`config.mk`:
```
export PLATFORM = sky130hd
export DESIGN_NAME = instruction_dispatcher
export DESIGN_NICKNAME = d
export VERILOG_FILES = /design/src/rtl/instruction_dispatcher_pkg.sv /design/src/rtl/instruction_fifo.sv /design/src/rtl/instruction_dispatcher.sv
export SDC_FILE = /design/constraint.sdc
export NUM_CORES = 1
export LEC_CHECK = 0
export CAP_MARGIN = 20
export CORE_MARGIN = 3
export CORE_UTILIZATION = 55
export CTS_CLUSTER_DIAMETER = 40
export DETAILED_ROUTE_END_ITERATION = 10
export PLACE_DENSITY = 0.86
export SLEW_MARGIN = 15
export SYNTH_ARGS = -nofsm -noshare
export SYNTH_HDL_FRONTEND = slang
export SYNTH_SLANG_ARGS = --single-unit
```
`constraint.sdc`:
```
create_clock -name clk -period 6.22 [get_ports clk]
set_input_delay 1.244 -clock clk [delete_from_list [all_inputs] [get_ports clk]]
set_output_delay 1.244 -clock clk [all_outputs]
set_load 0.02 [all_outputs]
```
`src/rtl/instruction_dispatcher_pkg.sv`:
```
// Purpose: shared opcode constants, FSM state encoding, instruction payload
//          type and opcode gating helpers for the instruction dispatcher.
package instruction_dispatcher_pkg;

    localparam int unsigned DATA_W   = 32;
    localparam int unsigned OPCODE_W = 4;
    localparam int unsigned ENTRY_W  = 2 * DATA_W;
    localparam int unsigned DROP_W   = 8;

    localparam logic [OPCODE_W-1:0] OP_SPRITE_POS = OPCODE_W'(0);
    localparam logic [OPCODE_W-1:0] OP_SPRITE_MEM = OPCODE_W'(1);
    localparam logic [OPCODE_W-1:0] OP_BG_MEM     = OPCODE_W'(2);
    localparam logic [OPCODE_W-1:0] OP_POLYGON    = OPCODE_W'(3);
    localparam logic [OPCODE_W-1:0] OP_NOP        = OPCODE_W'(15);

    typedef enum logic [1:0] {
        ST_IDLE  = 2'd0,
        ST_CHECK = 2'd1,
        ST_ISSUE = 2'd2,
        ST_WAIT  = 2'd3
    } disp_state_e;

    // One FIFO entry: word A sits in the upper half
    typedef struct packed {
        logic [DATA_W-1:0] data_a;
        logic [DATA_W-1:0] data_b;
    } instr_t;

    // Only opcodes 0..3 are executable; anything above (including NOP) is dropped
    function automatic logic op_valid(input logic [OPCODE_W-1:0] op);
        return (op <= OP_POLYGON);
    endfunction

    // Gate each valid opcode on the external condition it depends on
    function automatic logic op_gate_open(input logic [OPCODE_W-1:0] op,
                                          input logic                blank,
                                          input logic                coproc);
        logic open;
        open = 1'b0;
        case (op)
            OP_SPRITE_POS:            open = 1'b1;
            OP_SPRITE_MEM, OP_BG_MEM: open = blank;
            OP_POLYGON:               open = coproc;
            default:                  open = 1'b0;
        endcase
        return open;
    endfunction

endpackage

```
`src/rtl/instruction_fifo.sv`:
```
// Purpose: single-clock synchronous FIFO with registered full/empty flags and
//          a combinational head-of-queue read port.
// Ports:
//   clk, rst_n        - clock, asynchronous active-low reset
//   wr_en_i, wr_data_i - push request and data (ignored when full unless popping)
//   rd_en_i           - pop request (ignored when empty)
//   rd_data_c         - current head entry, straight from storage
//   full_o, empty_o   - registered occupancy flags
module instruction_fifo #(
    parameter int unsigned WIDTH  = 64,
    parameter int unsigned DEPTH  = 16,
    parameter int unsigned ADDR_W = 4
) (
    input  logic             clk,
    input  logic             rst_n,
    input  logic             wr_en_i,
    input  logic [WIDTH-1:0] wr_data_i,
    input  logic             rd_en_i,
    output logic [WIDTH-1:0] rd_data_c,
    output logic             full_o,
    output logic             empty_o
);

    localparam int unsigned PTR_W = ADDR_W + 1;

    logic [WIDTH-1:0] mem_q [DEPTH];
    logic [PTR_W-1:0] wr_ptr_q, wr_ptr_d;
    logic [PTR_W-1:0] rd_ptr_q, rd_ptr_d;
    logic             full_q, full_d;
    logic             empty_q, empty_d;
    logic             rd_ok_c;
    logic             wr_ok_c;

    // A push into a full FIFO is allowed only when a pop frees the slot this cycle
    assign rd_ok_c = rd_en_i && !empty_q;
    assign wr_ok_c = wr_en_i && (!full_q || rd_ok_c);

    assign rd_data_c = mem_q[rd_ptr_q[ADDR_W-1:0]];

    // Next pointers and flags; the extra MSB distinguishes full from empty
    always_comb begin
        wr_ptr_d = wr_ptr_q;
        rd_ptr_d = rd_ptr_q;
        if (wr_ok_c) begin
            wr_ptr_d = wr_ptr_q + PTR_W'(1);
        end
        if (rd_ok_c) begin
            rd_ptr_d = rd_ptr_q + PTR_W'(1);
        end
        empty_d = (wr_ptr_d == rd_ptr_d);
        full_d  = (wr_ptr_d[ADDR_W] != rd_ptr_d[ADDR_W]) &&
                  (wr_ptr_d[ADDR_W-1:0] == rd_ptr_d[ADDR_W-1:0]);
    end

    // Pointer and flag registers
    always_ff @(posedge clk or negedge rst_n) begin
        if (!rst_n) begin
            wr_ptr_q <= '0;
            rd_ptr_q <= '0;
            full_q   <= 1'b0;
            empty_q  <= 1'b1;
        end else begin
            wr_ptr_q <= wr_ptr_d;
            rd_ptr_q <= rd_ptr_d;
            full_q   <= full_d;
            empty_q  <= empty_d;
        end
    end

    // Storage needs no reset: pointers alone define valid contents
    always_ff @(posedge clk) begin
        if (wr_ok_c) begin
            mem_q[wr_ptr_q[ADDR_W-1:0]] <= wr_data_i;
        end
    end

    assign full_o  = full_q;
    assign empty_o = empty_q;

endmodule

```
`src/rtl/instruction_dispatcher.sv`:
```
// Purpose: buffers host-written instruction pairs and issues them in order to
//          the decoder, holding memory writes until vertical blank and polygon
//          instructions until the co-processor is ready.
// Ports:
//   clk, reset           - clock, asynchronous active-low reset
//   wr_en, dataA, dataB  - host push of one instruction (dataA[3:0] = opcode)
//   screen_blank         - vertical blanking, opens opcodes 1 and 2
//   coproc_ready         - co-processor ready, opens opcode 3
//   unit_ready           - control unit can accept an instruction
//   out_dataA, out_dataB - instruction presented to the decoder
//   out_clk_en           - one-cycle issue strobe
//   out_new_instruction  - qualifier coincident with out_clk_en
//   fifo_full, fifo_empty- FIFO occupancy flags
//   busy                 - dispatcher not idle
//   drop_count           - saturating count of discarded invalid opcodes
module instruction_dispatcher
    import instruction_dispatcher_pkg::*;
#(
    parameter int unsigned FIFO_DEPTH = 16,
    parameter int unsigned ADDR_W     = 4
) (
    input  logic              clk,
    input  logic              reset,
    input  logic              wr_en,
    input  logic [DATA_W-1:0] dataA,
    input  logic [DATA_W-1:0] dataB,
    input  logic              screen_blank,
    input  logic              coproc_ready,
    input  logic              unit_ready,
    output logic [DATA_W-1:0] out_dataA,
    output logic [DATA_W-1:0] out_dataB,
    output logic              out_clk_en,
    output logic              out_new_instruction,
    output logic              fifo_full,
    output logic              fifo_empty,
    output logic              busy,
    output logic [DROP_W-1:0] drop_count
);

    disp_state_e       state_q, state_d;
    logic [DATA_W-1:0] data_a_q, data_a_d;
    logic [DATA_W-1:0] data_b_q, data_b_d;
    logic              strobe_q, strobe_d;
    logic              busy_q, busy_d;
    logic [DROP_W-1:0] drop_q, drop_d;

    instr_t            wr_instr_c;
    instr_t            head_c;
    logic              pop_c;
    logic              fifo_full_c;
    logic              fifo_empty_c;
    logic [OPCODE_W-1:0] opcode_c;

    assign wr_instr_c = '{data_a: dataA, data_b: dataB};
    assign opcode_c   = data_a_q[OPCODE_W-1:0];

    instruction_fifo #(
        .WIDTH  (ENTRY_W),
        .DEPTH  (FIFO_DEPTH),
        .ADDR_W (ADDR_W)
    ) u_fifo (
        .clk       (clk),
        .rst_n     (reset),
        .wr_en_i   (wr_en),
        .wr_data_i (wr_instr_c),
        .rd_en_i   (pop_c),
        .rd_data_c (head_c),
        .full_o    (fifo_full_c),
        .empty_o   (fifo_empty_c)
    );

    // Next-state, data latch, strobe and drop counter
    always_comb begin
        state_d  = state_q;
        data_a_d = data_a_q;
        data_b_d = data_b_q;
        strobe_d = 1'b0;
        drop_d   = drop_q;
        pop_c    = 1'b0;

        case (state_q)
            ST_IDLE: begin
                if (!fifo_empty_c) begin
                    pop_c    = 1'b1;
                    data_a_d = head_c.data_a;
                    data_b_d = head_c.data_b;
                    state_d  = ST_CHECK;
                end
            end
            ST_CHECK: begin
                if (!op_valid(opcode_c)) begin
                    if (drop_q != {DROP_W{1'b1}}) begin
                        drop_d = drop_q + DROP_W'(1);
                    end
                    state_d = ST_IDLE;
                end else if (op_gate_open(opcode_c, screen_blank, coproc_ready) &&
                             unit_ready) begin
                    // Strobe is registered, so it is raised on entry to ISSUE
                    strobe_d = 1'b1;
                    state_d  = ST_ISSUE;
                end
            end
            ST_ISSUE: begin
                state_d = ST_WAIT;
            end
            ST_WAIT: begin
                if (unit_ready) begin
                    state_d = ST_IDLE;
                end
            end
            default: begin
                state_d = ST_IDLE;
            end
        endcase

        busy_d = (state_d != ST_IDLE);
    end

    // State and output registers
    always_ff @(posedge clk or negedge reset) begin
        if (!reset) begin
            state_q  <= ST_IDLE;
            data_a_q <= '0;
            data_b_q <= '0;
            strobe_q <= 1'b0;
            busy_q   <= 1'b0;
            drop_q   <= '0;
        end else begin
            state_q  <= state_d;
            data_a_q <= data_a_d;
            data_b_q <= data_b_d;
            strobe_q <= strobe_d;
            busy_q   <= busy_d;
            drop_q   <= drop_d;
        end
    end

    assign out_dataA           = data_a_q;
    assign out_dataB           = data_b_q;
    assign out_clk_en          = strobe_q;
    assign out_new_instruction = strobe_q;
    assign fifo_full           = fifo_full_c;
    assign fifo_empty          = fifo_empty_c;
    assign busy                = busy_q;
    assign drop_count          = drop_q;

endmodule

```
==> impl_metrics.csv, run 1 <==
group,metric,value,unit
hold_path,hp-start,"out_dataB[21]$_DFFE_PN0P_",
setup_path,cpMaxStageDelayCell,"or3_4",
clocking,clk_path_buf_depth,3,
grt,grt_remaining_overflow,0,
grt,grt_max_degree,96,
clocking,clkLatencyLatePin,710,ps
clocking,cts_hold_buf,0,
setup_path,required,6570,ps
power_and_ir_drop,power,0.0235,W
logic_synthesis,synth_nets,1914,
grt,grt_pass1_wl,151000,µm
sta,slew_headroom,25.8,%
clocking,clockRootBuffer,"clkbuf_16",
sta,fin_tns_setup,0,ps
floorplanning,die_y,281,µm
place,io_buffers,146,
setup_path,reg2regPathDepth,5,
setup_path,reg2reg_from,"state_q[0]$_DFF_PN0_",
sta,worst_slew_pin_slew,1110,ps
setup_path,crit_start,"state_q[0]$_DFF_PN0_",
detailed_routing,vias_per_cell,6.84,
detailed_routing,drt_wl_total,105000,µm
floorplanning,fp.coreArea,74700,µm²
final_layout,seqCellArea,33000,µm²
clocking,cts_buffers,114,
floorplanning,io-pin-count,147,
setup_path,r2r_setup_slack,2570,ps
sta,min_period_over_period,58.7,%
logic_synthesis,synth-seq-cells,1112,
setup_path,worstPathArrival,4000,ps
logic_synthesis,synth_cell_types,42,
status,status,"finished clean",
grt,grt_pass1_vias,22100,
hold_path,min_path_type,"reg2reg",
floorplanning,rows,100,
detailed_routing,drt_iter0_markers,3145,
sta,hold_viol,0,
logic_synthesis,avgSynthCellArea,22.7,µm²
job,drv_cap,0,
logic_synthesis,synth.yosys.seq_area_share,79.1,%
clocking,postCtsResizedCells,0,
clocking,cts_sinks,1112,
detailed_routing,wl_per_cell,33.9,µm
sta,fmax,0.274,GHz
final_layout,fin_util,64.7,%
setup_path,setup.worst_path.class,"reg2reg",
logic_synthesis,synth.top_cells.by_area,"edfxtp_1 74%, mux4_2 14%, dfrtp_1 5.2%",
logic_synthesis,synth_compound_area_share,3.74,%
sta,setup_viol,0,
final_layout,area_growth,16.1,%
floorplanning,start_util,55.8,%
final_layout,nFillCells,4269,
sta,slew_violations,0,
logic_synthesis,synthSimpleGateAreaFrac,1.35,%
logic_synthesis,synthFlopType,"edfxtp_1",
logic_synthesis,ys_warn_count,0,
grt,grt_use_total,26.2,%
detailed_routing,drc,0,
place,place_congestion,0.738,
setup_path,critPathMaxStageDelay,760,ps
detailed_routing,firstDrtPassIters,6,
setup_path,startpoint_type,"register",
setup_path,crit_chain,"or3_4 -> a21boi_2 -> nor2b_1 -> and3_4 -> buf_16",
final_layout,drive_gt1_share,23.4,%
logic_synthesis,synthMuxAreaShare,13.9,%
sta,finalClockSkew,39.2,ps
logic_synthesis,synth_top_area_share,73.8,%
logic_synthesis,synth_top_cell_by_area,"edfxtp_1",
sta,finalCriticalPeriod,3650,ps
logic_synthesis,synth_top_family_by_area,"multiplexers",
setup_path,end_kind,"register",
setup_path,cp-endpoint,"u_fifo.mem_q[9][36]$_DFFE_PP_",
logic_synthesis,synthArstFlopShare,7.91,%
setup_path,timing.rr.end,"u_fifo.mem_q[9][36]$_DFFE_PP_",
final_layout,layout.nets,2108,
logic_synthesis,synth_edf_count,1024,
power_and_ir_drop,p_leak,15.6,nW
clocking,htreeDepth,3,
power_and_ir_drop,vdd_drop_max,0.296,mV
clocking,cts_tree,"yes",
setup_path,path_max_fanout,68,
logic_synthesis,synthAdderAreaFrac,0.180,%
clocking,path_clk_slew,60,ps
clocking,cts_setup_buffers,0,
sta,rsz0062_at_grt,"no",
final_layout,multi_input_area,8300,µm²
place,hpwl,47800,µm
floorplanning,die_w,281,µm
logic_synthesis,syn_area,41700,µm²
detailed_routing,vias,21300,
grt,antenna_found_initial,6,
power_and_ir_drop,cellPowerDensity,486,nW/µm²
floorplanning,dieArea,79100,µm²
logic_synthesis,synthCells,1838,
detailed_routing,ant_nets,0,
logic_synthesis,synth_xor_area_share,0.505,%
==> cell usage in the layout (no fill, tap or decap), types with 5 or more instances in the layout <==
cell type	Yosys	layout
buf_4	7	25
dfrtp_1	87	85
xor2_1	6	6
and3_4	0	6
inv_1	5	5
bufinv_16	0	10
buf_12	0	5
ha_1	6	6
xnor2_1	18	18
clkbuf_1	54	26
nand4_1	5	5
o21ai_1	65	65
nand2_1	78	78
a22o_1	64	64
a221oi_1	64	64
inv_6	0	9
diode_2	0	5
clkinv_2	0	16
edfxtp_1	1024	1024
clkbuf_8	0	8
clkdlybuf4s50_1	0	145
clkinv_1	0	14
mux4_2	256	256
inv_8	0	5
buf_16	0	9
clkbuf_16	0	115
==> logic make-up after synthesis <==
kind of cell / after synthesis
buffers and inverters: 111
XOR/XNOR: 24
adder cells (fa/ha/maj): 6
AND/OR/NAND/NOR: 120
flip-flops: 1112
multiplexers: 258
AO/OA/AOI/OAI: 207
==> cell usage after synthesis (3+ instances only) <==
cell         n
a21oi_1      4
a221oi_1    64
a22o_1      64
and3_1      10
and4_1       3
buf_1       14
buf_2       27
buf_4        7
buf_6        4
clkbuf_1    54
dfrtp_1     87
edfxtp_1  1024
ha_1         6
inv_1        5
mux4_2     256
nand2_1     78
nand4_1      5
nor2_1       6
nor2b_1      3
nor3b_1      5
o21ai_1     65
xnor2_1     18
xor2_1       6
==> per-layer routing <==
metal | part of all wire, % | track usage [%] | vias to the layer above
met5 | 0.035 | 0 | -
met4 | 3.8 | 11.1 | 4
met3 | 9.7 | 5.40 | 269
met2 | 52 | 43.1 | 1693
met1 | 35 | 34.5 | 11100
li1 | - | - | 8210
==> state kept, by name (all words and copies together) (netlist names) <==
name,count
u_fifo.full_o,1
u_fifo.mem_q,1024
busy,1
u_fifo.empty_o,1
out_clk_en,1
u_fifo.wr_ptr_q,5
out_dataB,32
state_q,2
out_dataA,32
u_fifo.rd_ptr_q,5
drop_count,8
==> final cells by class <==
cell class,instances,area share [%]
Sequential cell,1112,68.2
Clock inverter,68,1.59
Timing Repair Buffer,184,4.11
Inverter,5,0.0388
Clock buffer,149,6.38
Antenna cell,5,0.0259
Tap cell,969,2.51
Multi-Input combinational cell,615,17.2
==> stage by stage <==
step | hold WS [ps] | worst slack, ps | instance area [µm²] | cells
final | 488 | 2570 | 48400 | 3107
after global routing | 522 | 2290 | 48300 | 3105
after CTS | 497 | 2450 | 48100 | 3092
after detailed placement | 478 | 2120 | 44200 | 2875
after global placement | 470 | 2260 | 44200 | 2874
after floorplan | 479 | -790 | 41700 | 1838
==> worst min-delay path by stage <==
stage	end	slack [ps]	cells after the start
2_1_floorplan	u_fifo.rd_ptr_q[4]$_DFF_PN0_	480	2
3_3_place_gp	out_dataB[14]$_DFFE_PN0P_	470	2
3_5_place_dp	out_dataB[2]$_DFFE_PN0P_	480	2
4_1_cts	out_dataB[21]$_DFFE_PN0P_	500	2
5_1_grt	out_dataB[31]$_DFFE_PN0P_	520	2
6_report	out_dataB[21]$_DFFE_PN0P_	490	2
==> worst max-delay path: cells and delay by family, from the launching register on <==
family          cells  cell delay, ps
simple gates        3            1740
compound gates      1             680
flops               1             450
buf+inv             1             320
==> power breakdown <==
part,switching (W),internal (W)
Sequential,0.000627,0.00916
Clock,0.00304,0.00398
Combinational,0.00379,0.00290
Power figures use the tool's default switching activity.
==> run 2: changes to the inputs <==
- CORE_UTILIZATION: 55 -> 58
- clock period: 6.22 -> 3.44 ns (I/O delays scaled with it)
==> run 2 against run 1 <==
Net effect:
- critical path depth grew 1
- clock skew decreased by 9.3 ps
- first-iteration DRC count down 9.4%
- critical endpoint is now u_fifo.mem_q[3][2]$_DFFE_PP_
- count of clock-buffer cells in the layout is the same
- non-clock buffer count grew 35
- worst hold slack worse by 440 ps
- clock power is 79% higher
==> impl_metrics.csv, run 2 (synthesized netlist as in run 1, its figures left out) <==
group,metric,value,unit
clocking,clockRootBuffer,"clkbuf_16",
setup_path,crit_family,"simple AND/OR/NAND/NOR gates",
power_and_ir_drop,p_leak,15.8,nW
place,dp_cells,2891,
detailed_routing,vias,21100,
clocking,clk_path_buf_depth,3,
sta,slew_violations,0,
floorplanning,dieArea,75100,µm²
clocking,cts_setup_buffers,0,
setup_path,path_max_fanout,37,
status,status,"finished clean",
final_layout,layout.cells.non_filler,3112,
clocking,postCtsResizedCells,0,
grt,antenna_found_initial,3,
grt,grt_max_degree,85,
grt,grt_use_total,27.8,%
place,hpwl,53400,µm
final_layout,fin_area,48800,µm²
detailed_routing,wl_met2,52900,µm
setup_path,critPathMaxStageDelay,530,ps
clocking,cts_sinks,1112,
job,drv_cap,0,
clocking,cts_hold_buf,0,
floorplanning,die_y,274,µm
detailed_routing,routed.top_layer,"met4",
detailed_routing,wl_per_cell,32.6,µm
grt,grt_remaining_overflow,0,
power_and_ir_drop,vdd_drop_max,0.575,mV
detailed_routing,drt_wl_total,102000,µm
sta,hold_viol,0,
setup_path,worstPathArrival,3160,ps
place,place_congestion,0.754,
sta,worst_slew_pin_slew,1080,ps
sta,slew_headroom,28.2,%
detailed_routing,vias_per_cell,6.79,
grt,grt_pass1_wl,151000,µm
clocking,cts_buffers,115,
final_layout,seqCellArea,33000,µm²
setup_path,reg2reg_from,"state_q[0]$_DFF_PN0_",
setup_path,crit_buf_inv,2,
detailed_routing,drt-met1-wl,35300,µm
setup_path,crit_start,"state_q[0]$_DFF_PN0_",
sta,finalClockSkew,30.0,ps
final_layout,fin_util,69.1,%
floorplanning,io-pin-count,147,
clocking,path_clk_slew,70,ps
grt,grt_pass1_vias,22300,
final_layout,nFillCells,3914,
final_layout,layout.nets,2144,
place,placed_area,44900,µm²
power_and_ir_drop,cellPowerDensity,873,nW/µm²
detailed_routing,firstDrtPassIters,5,
sta,finalCriticalPeriod,2810,ps
floorplanning,die_w,274,µm
clocking,cts_tree,"yes",
setup_path,required,3790,ps
place,io_buffers,146,
detailed_routing,met3WireLength,8850,µm
final_layout,multi_input_area,8360,µm²
floorplanning,fp.coreArea,70600,µm²
final_layout,area_growth,17.2,%
setup_path,cpMaxStageDelayCell,"or3_4",
setup_path,end_kind,"register",
clocking,clkLatencyLatePin,690,ps
final_layout,layout_common_cells,"1024 x edfxtp_1, 256 x mux4_2, 145 x clkdlybuf4s50_1, 116 x clkbuf_16, 85 x dfrtp_1",
power_and_ir_drop,power,0.0426,W
floorplanning,rows,97,
detailed_routing,drt_iter0_markers,2848,
detailed_routing,ant_nets,0,
setup_path,setup.worst_path.class,"reg2reg",
final_layout,layout_commonest_cell,"edfxtp_1",
sta,fmax,0.356,GHz
sta,rsz0062_at_grt,"no",
setup_path,crit_chain,"or3_4 -> buf_4 -> nand2_1 -> nand3_2 -> nor3_4 -> buf_12",
floorplanning,start_util,59.0,%
sta,min_period_over_period,81.7,%
sta,setup_viol,0,
final_layout,largest_reg_flops,1024,
hold_path,min_path_type,"in2async",
setup_path,r2r_setup_slack,630,ps
final_layout,drive_gt1_share,25.0,%
detailed_routing,drc,0,
setup_path,startpoint_type,"register",
clocking,htreeDepth,3,
## run 2: metal layers
layer	vias to the layer above	track usage (%)
met5	-	0
li1	8281	-
met2	1485	47.0
met3	267	4.99
met4	0	12.2
met1	11100	35.8
## run 2: cell type report
| type | instances | area share [%] |
|---|---|---|
| clock buffers | 149 | 6.34 |
| flip-flops and latches | 1112 | 67.5 |
| multi-input cells | 615 | 17.1 |
| diodes | 3 | 0.0154 |
| well taps | 940 | 2.41 |
| clock inverters | 69 | 1.59 |
| inverters | 5 | 0.0384 |
| repair buffers | 219 | 4.96 |
## run 2: power by group
part           switching (W)  total [W]  internal [W]
sequential          0.000970     0.0175        0.0166
clock                0.00537     0.0126       0.00721
combinational        0.00697     0.0125       0.00555
total                 0.0133     0.0426        0.0293
## run 2: final timing paths
kind,cells past startpoint,end
setup / recovery,6,u_fifo.mem_q[3][2]$_DFFE_PP_
hold / removal,1,u_fifo.rd_ptr_q[0]$_DFF_PN0_
setup reg to reg,6,u_fifo.mem_q[3][2]$_DFFE_PP_
hold reg to reg,2,out_dataB[31]$_DFFE_PN0P_
max in group asynchronous,2,u_fifo.empty_o$_DFF_PN1_
min in group clk,2,out_dataB[31]$_DFFE_PN0P_
## run 2: per-stage QoR
stage / setup slack [ps] / hold slack [ps] / TNS, ps
floorplan: -135 / 392 / -26090
global placement: 583 / 471 / 0
detailed placement: 458 / 479 / 0
CTS: 646 / 58.7 / 0
global route: 554 / 80.8 / 0
finish: 631 / 52.0 / 0
==> run 3: changes to the inputs <==
- clock period: 3.44 -> 2.8 ns (I/O delays scaled with it)
==> run 3 against run 2 <==
Net effect:
- count of clock-buffer cells in the layout is 6 lower
- die area stayed put
- via count is 1.6% higher
- setup slack worse by 510 ps
- critical endpoint is now out_dataA[18]$_DFFE_PN0P_
==> impl_metrics.csv, run 3 (synthesized netlist as in run 1, its figures left out) <==
group,metric,value,unit
final_layout,layout_commonest_cell,"edfxtp_1",
detailed_routing,drt_wl_total,105000,µm
final_layout,largest_reg_flops,1024,
place,place_congestion,0.782,
final_layout,layout_common_cells,"1024 x edfxtp_1, 256 x mux4_2, 145 x clkdlybuf4s50_1, 120 x clkbuf_16, 85 x dfrtp_1",
grt,grt_pass1_vias,22400,
detailed_routing,vias,21500,
power_and_ir_drop,vdd_drop_max,0.875,mV
setup_path,r2r_setup_slack,120,ps
grt,grt_pass1_wl,157000,µm
sta,hold_viol,0,
setup_path,timing.rr.end,"out_dataA[18]$_DFFE_PN0P_",
clocking,cts_setup_buffers,0,
clocking,cts_hold_buf,1,
final_layout,drive_gt1_share,25.8,%
setup_path,reg2regPathDepth,6,
floorplanning,die_y,274,µm
floorplanning,rows,97,
detailed_routing,ant_nets,0,
power_and_ir_drop,p_int,0.0369,W
floorplanning,io-pin-count,147,
final_layout,layout.cells.non_filler,3123,
setup_path,setup.worst_path.class,"reg2reg",
setup_path,end_kind,"register",
setup_path,worstPathArrival,3240,ps
grt,grt_use_total,28.8,%
grt,grt_remaining_overflow,0,
power_and_ir_drop,switching_share,31.1,%
sta,worst_slew_pin_slew,814,ps
power_and_ir_drop,cellPowerDensity,1090,nW/µm²
detailed_routing,drc,0,
sta,slew_violations,0,
setup_path,path_max_fanout,42,
floorplanning,fp.coreArea,70600,µm²
floorplanning,dieArea,75100,µm²
power_and_ir_drop,p_comb_share,29.4,%
floorplanning,die_w,274,µm
sta,setup_viol,0,
clocking,cts_sinks,1112,
detailed_routing,wl_per_cell,33.5,µm
sta,finalCriticalPeriod,2680,ps
power_and_ir_drop,clkPwrFrac,30.6,%
sta,finalClockSkew,56.3,ps
sta,slew_headroom,45.6,%
clocking,path_clk_slew,60,ps
setup_path,reg2reg_from,"u_fifo.rd_ptr_q[0]$_DFF_PN0_",
job,drv_cap,0,
grt,grt_max_degree,99,
power_and_ir_drop,pwr-share-seq,40.0,%
place,dp_cells,2894,
status,status,"finished clean",
place,hpwl,53400,µm
power_and_ir_drop,p_switching,0.0167,W
sta,min_period_over_period,95.8,%
final_layout,area_growth,18.2,%
hold_path,min_path_type,"in2async",
detailed_routing,firstDrtPassIters,5,
detailed_routing,drt_iter0_markers,3122,
detailed_routing,vias_per_cell,6.88,
floorplanning,start_util,59.0,%
final_layout,fin_util,69.7,%
final_layout,layout.nets,2151,
setup_path,required,3350,ps
sta,fmax,0.373,GHz
clocking,clkLatencyLatePin,700,ps
clocking,cts_buffers,118,
clocking,cts_tree,"yes",
clocking,postCtsResizedCells,0,
sta,rsz0062_at_grt,"no",
clocking,clk_path_buf_depth,3,
clocking,clockRootBuffer,"clkbuf_16",
setup_path,startpoint_type,"register",
grt,antenna_found_initial,4,
power_and_ir_drop,p_leak,16.0,nW
place,io_buffers,146,
clocking,htreeDepth,3,
## run 3: changes by cell type in the layout (fill, tap and decap cells not counted), sizes merged
cell | previous run | this run
clkinv | 39 | 45
clkbuf | 149 | 143
diode | 3 | 4
buf | 74 | 77
bufinv | 10 | 15
dlygate4sd3 | 0 | 1
inv | 19 | 14
clkinvlp | 6 | 12
## run 3: power groups by stage
stage | clock [W] | combinational, W | sequential (W)
after floorplan | 0 | 0.00952 | 0.0218
after global placement | 0 | 0.0148 | 0.0214
after detailed placement | 0 | 0.0152 | 0.0216
after CTS | 0.0165 | 0.0158 | 0.0214
after global routing | 0.0171 | 0.0166 | 0.0216
final | 0.0164 | 0.0158 | 0.0215
## run 3: worst max-delay path: stages, from the launching register on
cell,delay (ps)
dfrtp_4,540
buf_12,340
mux4_2,590
a22o_1,250
a221oi_1,490
buf_4,220
o21ai_1,60
## run 3: how the worst max path moves through the flow
stage | startpoint | depth (start not counted) | slack, ps | endpoint
after floorplan | state_q[0]$_DFF_PN0_ | 7 | -770 | u_fifo.mem_q[5][0]$_DFFE_PP_
after global placement | wr_en | 5 | 180 | u_fifo.mem_q[9][24]$_DFFE_PP_
after detailed placement | wr_en | 5 | 130 | u_fifo.mem_q[9][21]$_DFFE_PP_
after CTS | u_fifo.rd_ptr_q[0]$_DFF_PN0_ | 6 | 150 | out_dataA[18]$_DFFE_PN0P_
after global routing | u_fifo.rd_ptr_q[0]$_DFF_PN0_ | 6 | 90 | out_dataA[18]$_DFFE_PN0P_
final | u_fifo.rd_ptr_q[0]$_DFF_PN0_ | 6 | 120 | out_dataA[18]$_DFFE_PN0P_
## run 3: area by class of cell
class,count,area [µm²]
Fill cell,3787,21400
Multi-Input combinational cell,615,8360
Tap cell,940,1180
Timing Repair Buffer,223,2540
Antenna cell,4,10.0
Sequential cell,1112,33000
Clock inverter,81,955
Clock buffer,143,3210
Inverter,5,18.8
## run 3: metal layers
layer / GRT usage (%) / share of wire [%] / up-vias
met5: 0 / 0 / -
met4: 11.2 / 3.6 / 0
met3: 4.93 / 9.2 / 255
met2: 47.7 / 52 / 1586
met1: 39.0 / 36 / 11300
li1: - / - / 8301
## run 3: metrics by stage
| step | hold slack (ps) | area (µm²) | total power [W] | worst slack (ps) | setup TNS [ps] |
|---|---|---|---|---|---|
| floorplan | 264 | 41800 | 0.0313 | -775 | -244310 |
| global placement | 471 | 45000 | 0.0362 | 184 | 0 |
| detailed placement | 478 | 45000 | 0.0369 | 134 | 0 |
| CTS | 436 | 49200 | 0.0538 | 145 | 0 |
| global route | 485 | 49200 | 0.0553 | 93.4 | 0 |
| finish | 432 | 49200 | 0.0536 | 119 | 0 |
